===== src/rtl/reset_seq_ctrl.sv =====
// Reset sequencer: DCM reset/hold, lock wait with bounded retries,
// IDELAYCTRL reset, then a maskable per-channel IDELAY reset pulse.
module reset_seq_ctrl #(
    parameter int N_CH         = 4,
    parameter int CNT_W        = 24,
    parameter int DCM_HOLD     = 8500000,
    parameter int LOCK_TIMEOUT = 800000,
    parameter int CTRL_PW      = 3,
    parameter int SETTLE       = 10,
    parameter int IDLY_PW      = 1,
    parameter int MAX_RETRY    = 3
) (
    input  logic            clk40,
    input  logic            rst_n,
    input  logic            full_rst_trig,
    input  logic            idelay_rst_trig,
    input  logic [N_CH-1:0] ch_mask,
    input  logic            dcm_locked,
    output logic            dcm_rst,
    output logic            idelayctrl_rst,
    output logic [N_CH-1:0] idelay_rst,
    output logic            busy,
    output logic            done,
    output logic            fault,
    output logic [1:0]      retry_cnt
);

    localparam int RET_W = (MAX_RETRY > 2) ? $clog2(MAX_RETRY + 1) : 2;

    localparam logic [CNT_W-1:0] HOLD_END   = CNT_W'(DCM_HOLD - 1);
    localparam logic [CNT_W-1:0] TMO_END    = CNT_W'(LOCK_TIMEOUT - 1);
    localparam logic [CNT_W-1:0] CTRL_END   = CNT_W'(CTRL_PW - 1);
    localparam logic [CNT_W-1:0] SETTLE_END = CNT_W'(SETTLE - 1);
    localparam logic [CNT_W-1:0] IDLY_END   = CNT_W'(IDLY_PW - 1);
    localparam logic [RET_W-1:0] RET_MAX    = RET_W'(MAX_RETRY);

    typedef enum logic [2:0] {
        S_IDLE,
        S_DCM_RST,
        S_WAIT_LOCK,
        S_CTRL_RST,
        S_SETTLE,
        S_IDLY_RST,
        S_DONE,
        S_FAULT
    } state_t;

    state_t           state;
    state_t           state_nxt;
    logic [CNT_W-1:0] cnt;
    logic [CNT_W-1:0] cnt_nxt;
    logic [RET_W-1:0] retries;
    logic [RET_W-1:0] retries_nxt;
    logic [N_CH-1:0]  mask;
    logic [N_CH-1:0]  mask_nxt;
    logic [1:0]       ret_sat;
    logic             restart;
    logic             lock_fail;

    always_comb begin
        state_nxt   = state;
        mask_nxt    = mask;
        retries_nxt = retries;
        restart     = 1'b0;
        lock_fail   = 1'b0;
        if (full_rst_trig) begin
            state_nxt   = S_DCM_RST;
            mask_nxt    = ch_mask;
            retries_nxt = '0;
            restart     = 1'b1;
        end else begin
            unique case (state)
                S_IDLE: begin
                    if (idelay_rst_trig) begin
                        state_nxt = S_IDLY_RST;
                        mask_nxt  = ch_mask;
                    end
                end
                S_DCM_RST: begin
                    if (cnt == HOLD_END) state_nxt = S_WAIT_LOCK;
                end
                S_WAIT_LOCK: begin
                    // lock seen in the timeout cycle still wins
                    if (dcm_locked) state_nxt = S_CTRL_RST;
                    else if (cnt == TMO_END) lock_fail = 1'b1;
                end
                S_CTRL_RST: begin
                    if (!dcm_locked) lock_fail = 1'b1;
                    else if (cnt == CTRL_END) state_nxt = S_SETTLE;
                end
                S_SETTLE: begin
                    if (!dcm_locked) lock_fail = 1'b1;
                    else if (cnt == SETTLE_END) state_nxt = S_IDLY_RST;
                end
                S_IDLY_RST: begin
                    if (!dcm_locked) lock_fail = 1'b1;
                    else if (cnt == IDLY_END) state_nxt = S_DONE;
                end
                S_DONE: begin
                    state_nxt = S_IDLE;
                end
                S_FAULT: begin
                    state_nxt = S_FAULT;
                end
                default: begin
                    state_nxt = S_IDLE;
                end
            endcase
            if (lock_fail) begin
                if (retries < RET_MAX) begin
                    retries_nxt = retries + 1'b1;
                    state_nxt   = S_DCM_RST;
                end else begin
                    state_nxt = S_FAULT;
                end
            end
        end
    end

    // counter only runs inside timed stages
    always_comb begin
        cnt_nxt = cnt + 1'b1;
        if (restart || state_nxt != state ||
            state_nxt == S_IDLE || state_nxt == S_FAULT) begin
            cnt_nxt = '0;
        end
    end

    if (RET_W > 2) begin : g_sat
        assign ret_sat = (|retries_nxt[RET_W-1:2]) ? 2'd3
                                                   : retries_nxt[1:0];
    end else begin : g_nosat
        assign ret_sat = retries_nxt[1:0];
    end

    always_ff @(posedge clk40) begin
        if (!rst_n) begin
            state          <= S_IDLE;
            cnt            <= '0;
            retries        <= '0;
            mask           <= '0;
            dcm_rst        <= 1'b0;
            idelayctrl_rst <= 1'b0;
            idelay_rst     <= '0;
            busy           <= 1'b0;
            done           <= 1'b0;
            fault          <= 1'b0;
            retry_cnt      <= 2'd0;
        end else begin
            state          <= state_nxt;
            cnt            <= cnt_nxt;
            retries        <= retries_nxt;
            mask           <= mask_nxt;
            dcm_rst        <= (state_nxt == S_DCM_RST);
            idelayctrl_rst <= (state_nxt == S_CTRL_RST);
            idelay_rst     <= (state_nxt == S_IDLY_RST) ? mask_nxt : '0;
            busy           <= !(state_nxt == S_IDLE || state_nxt == S_FAULT);
            done           <= (state_nxt == S_DONE);
            fault          <= (state_nxt == S_FAULT);
            retry_cnt      <= ret_sat;
        end
    end

endmodule


===== config.mk =====
export PLATFORM = sky130hd
export DESIGN_NAME = reset_seq_ctrl
export DESIGN_NICKNAME = d
export VERILOG_FILES = /design/src/rtl/reset_seq_ctrl.sv
export SDC_FILE = /design/constraint.sdc
export NUM_CORES = 1
export LEC_CHECK = 0
export BUFFER_PORTS_ARGS = -buffer_cell sky130_fd_sc_hd__buf_2
export CAP_MARGIN = 20
export CORE_MARGIN = 2
export CORE_UTILIZATION = 37
export CTS_BUF_LIST = sky130_fd_sc_hd__clkbuf_16
export DETAILED_ROUTE_END_ITERATION = 7
export GPL_ROUTABILITY_DRIVEN = 0
export MAX_ROUTING_LAYER = met4
export SYNTH_ARGS = -nofsm -noshare
export SYNTH_HDL_FRONTEND = slang
export SYNTH_SLANG_ARGS = --single-unit

===== constraint.sdc =====
create_clock -name clk40 -period 2.62 [get_ports clk40]
set_input_delay 0.524 -clock clk40 [delete_from_list [all_inputs] [get_ports clk40]]
set_output_delay 0.524 -clock clk40 [all_outputs]
set_load 0.01 [all_outputs]

==> run_results.csv <==
group,metric,value,unit
logic_synthesis,seq_area_frac_synth,0.319,
placed_design,io_buffers,19,
sta,maxSlewViolCount,0,
global_routing,grt_antenna_before_repair,0,
setup_path,critPathArrivalTime,2.66,ns
logic_synthesis,synth_edf_count,0,
route,drt_pass1_iterations,4,
logic_synthesis,ys_warn_count,0,
route,vias,2381,
flow_run,maxCapViolCount,0,
layout,fin_cells,429,
cts,cts_tree,"done",
logic_synthesis,synth.area.top_cells,"dfxtp_1, o221ai_1, nor3_2",
pwr,irDropWorstVdd,0.000247,V
sta,final.min_clock_period,2.45,ns
logic_synthesis,syn_area_per_cell,8.59,sq um
logic_synthesis,synth_top_cell_area_share,0.319,
logic_synthesis,syn_area,2640,sq um
pwr,power_switching,0.000444,W
cts,clk_latency,0.29,ns
floorplan,row_count,30,
floorplan,die_y,88.4,microns
global_routing,gr-usage-all-layers,0.189,
cts,clk_pin_slew,0.07,ns
layout,num-fill-cells,696,
pwr,power.total,0.00174,W
placed_design,dp.cells,419,
floorplan,die_width,88.4,microns
cts,cts_made_buffers,5,
logic_synthesis,synth_most_common_cell,"dfxtp_1",
setup_path,worstSetupStartpointType,"flop",
setup_path,end_kind,"flop",
route,post_drt_wl_per_cell,15.8,microns
setup_path,required,2.83,ns
layout,stdcell_area,3180,sq um
cts,htreeDepth,2,
sta,fin_tns_setup,0,ns
placed_design,hpwl,4.69,mm
layout,insertedDiodeCount,0,
pwr,p_int,0.00129,W
floorplan,coreArea,6830,sq um
global_routing,grt-ovfl-total,0,
logic_synthesis,yosysTopAreaCell,"dfxtp_1",
logic_synthesis,synthFlopType,"dfxtp_1",
pwr,power.share.clock,0.471,
cts,cts-root-buf,"clkbuf_16",
min_path,hp-start,"mask[0]$_SDFF_PN0_",
setup_path,reg2reg_from,"cnt[1]$_SDFF_PP0_",
pwr,seqPwrFrac,0.381,
sta,finalSetupViolCount,0,
sta,timing.fmax,0.408,GHz
setup_path,worstRegToRegCells,11,
pwr,powerDensity,545,nW/um^2
sta,clock_skew,0.00882,ns
floorplan,initial_utilization,0.386,
route,initialDrtViolationCount,184,
floorplan,ios,20,
cts,numClockSinks,42,
sta,final_hold_viol_count,0,
floorplan,die_area,7820,sq um
route,drc_errors,0,
route,viasPerCell,5.55,
sta,holdWs,0.490,ns
route,routed_wl,6.78,mm
sta,period_share,0.935,
setup_path,crit_fanout,11,
cts,clock_path_buffers,2,
run_status,status,"complete, no violations",
layout,area_delta_synth_final,20.7,%
global_routing,grt_pass1_wl,11.2,mm
sta,tightest_slew,0.567,ns
min_path,min_path_cells,2,
pwr,swShare,0.256,
global_routing,grt_pass1_vias,2230,
sta,slew_headroom,0.621,
logic_synthesis,synthTopCellsByCount,"dfxtp_1, nor2_1, o221ai_1, nand2_1, nor3_2",
cts,holdBufCountCts,0,
pwr,comb_power_share,0.148,
logic_synthesis,yosysUniqueCellTypes,56,
layout,drive_gt1_frac,0.270,
route,ant_nets,0,
setup_path,path_class,"flop to flop",
min_path,hp-class,"flop to flop",
setup_path,crit_start,"cnt[1]$_SDFF_PP0_",
layout,fin_nets,346,
logic_synthesis,synthCells,307,
logic_synthesis,ys_ff_latch,42,
pwr,p_leak,1.12,nW
logic_synthesis,synthesis.nets,321,
placed_design,placed_area,2940,sq um
logic_synthesis,async_flop_share,0,
global_routing,grt_max_degree,27,
[path summary, 6_finish.rpt]
path | endpoint | slack [ns]
min | mask[0]$_SDFF_PN0_ | 0.49
min reg2reg | mask[0]$_SDFF_PN0_ | 0.49
max reg2reg | cnt[2]$_SDFF_PP0_ | 0.17
max | cnt[2]$_SDFF_PP0_ | 0.17
[what timing repair did]
item | 4_1_cts | 5_1_grt
endpoints found under the setup margin | 0 | 28
setup buffers | 0 | 2
gates resized for setup | 0 | 7
[cell type report]
class	instances	area [sq um]	share of cell area
Clock buffer	5	125	0.0393
Clock inverter	3	68.8	0.0216
Inverter	9	33.8	0.0106
Multi-Input combinational cell	233	1680	0.529
Sequential cell	42	842	0.264
Tap cell	96	120	0.0377
Timing Repair Buffer	41	310	0.0974
[cell usage in the layout (no fill, tap or decap), drive strengths merged, types with 7 or more instances in the layout]
| cell type | Yosys | final |
|---|---|---|
| a21oi | 8 | 8 |
| buf | 9 | 41 |
| dfxtp | 42 | 42 |
| inv | 9 | 9 |
| nand2 | 21 | 21 |
| nand3 | 12 | 12 |
| nand4 | 7 | 7 |
| nor2 | 38 | 38 |
| nor3 | 35 | 35 |
| o221ai | 24 | 24 |
| xnor2 | 11 | 11 |
| xor2 | 10 | 10 |
[logic make-up (layout without fill, tap and decap cells)]
family,after synthesis,count (layout),synth area share
simple gates,146,146,0.328
xor+xnor,21,21,0.0726
flops,42,42,0.319
buf+inv,32,58,0.0555
mux,6,6,0.0228
compound gates,55,55,0.178
fa+ha+maj,5,5,0.0237
[metrics by stage]
step | setup slack, ns | utilization
final | 0.170 | 0.466
after global routing | -0.0319 | 0.466
after CTS | 0.0244 | 0.459
after detailed placement | 0.0624 | 0.430
after global placement | 0.0856 | 0.430
after floorplan | 0.238 | -
[critical path: stages, from the launching register on]
cell and delay (ns):
dfxtp_1 0.33, buf_4 0.14, inv_1 0.07, ha_1 0.14, nor4bb_1 0.28, nand4_1 0.14, o32a_1 0.27, o22a_4 0.24
a21oi_4 0.19, o2111ai_4 0.20, buf_12 0.21, nor3_1 0.15
[flip-flops by register name, summed over array words and instances, names as in the netlist]
| name | count |
|---|---|
| done | 1 |
| state | 3 |
| fault | 1 |
| idelay_rst | 4 |
| retries | 2 |
| idelayctrl_rst | 1 |
| mask | 4 |
| busy | 1 |
| dcm_rst | 1 |
| cnt | 24 |
[metal layers]
metal / part of all wire / global-route usage
met1: 0.46 / 0.256
met3: 0.065 / 0.0317
met2: 0.46 / 0.280
met5: 0 / -
met4: 0.012 / 0.0730
[power by group through the flow]
stage	Sequential [W]	Clock [W]	Combinational, W
after global placement	0.000674	0	0.000248
after floorplan	0.000673	0	0.000166
after CTS	0.000660	0.000826	0.000252
final	0.000661	0.000818	0.000256
after detailed placement	0.000675	0	0.000252
after global routing	0.000662	0.000851	0.000279
Power figures use the tool's default switching activity.
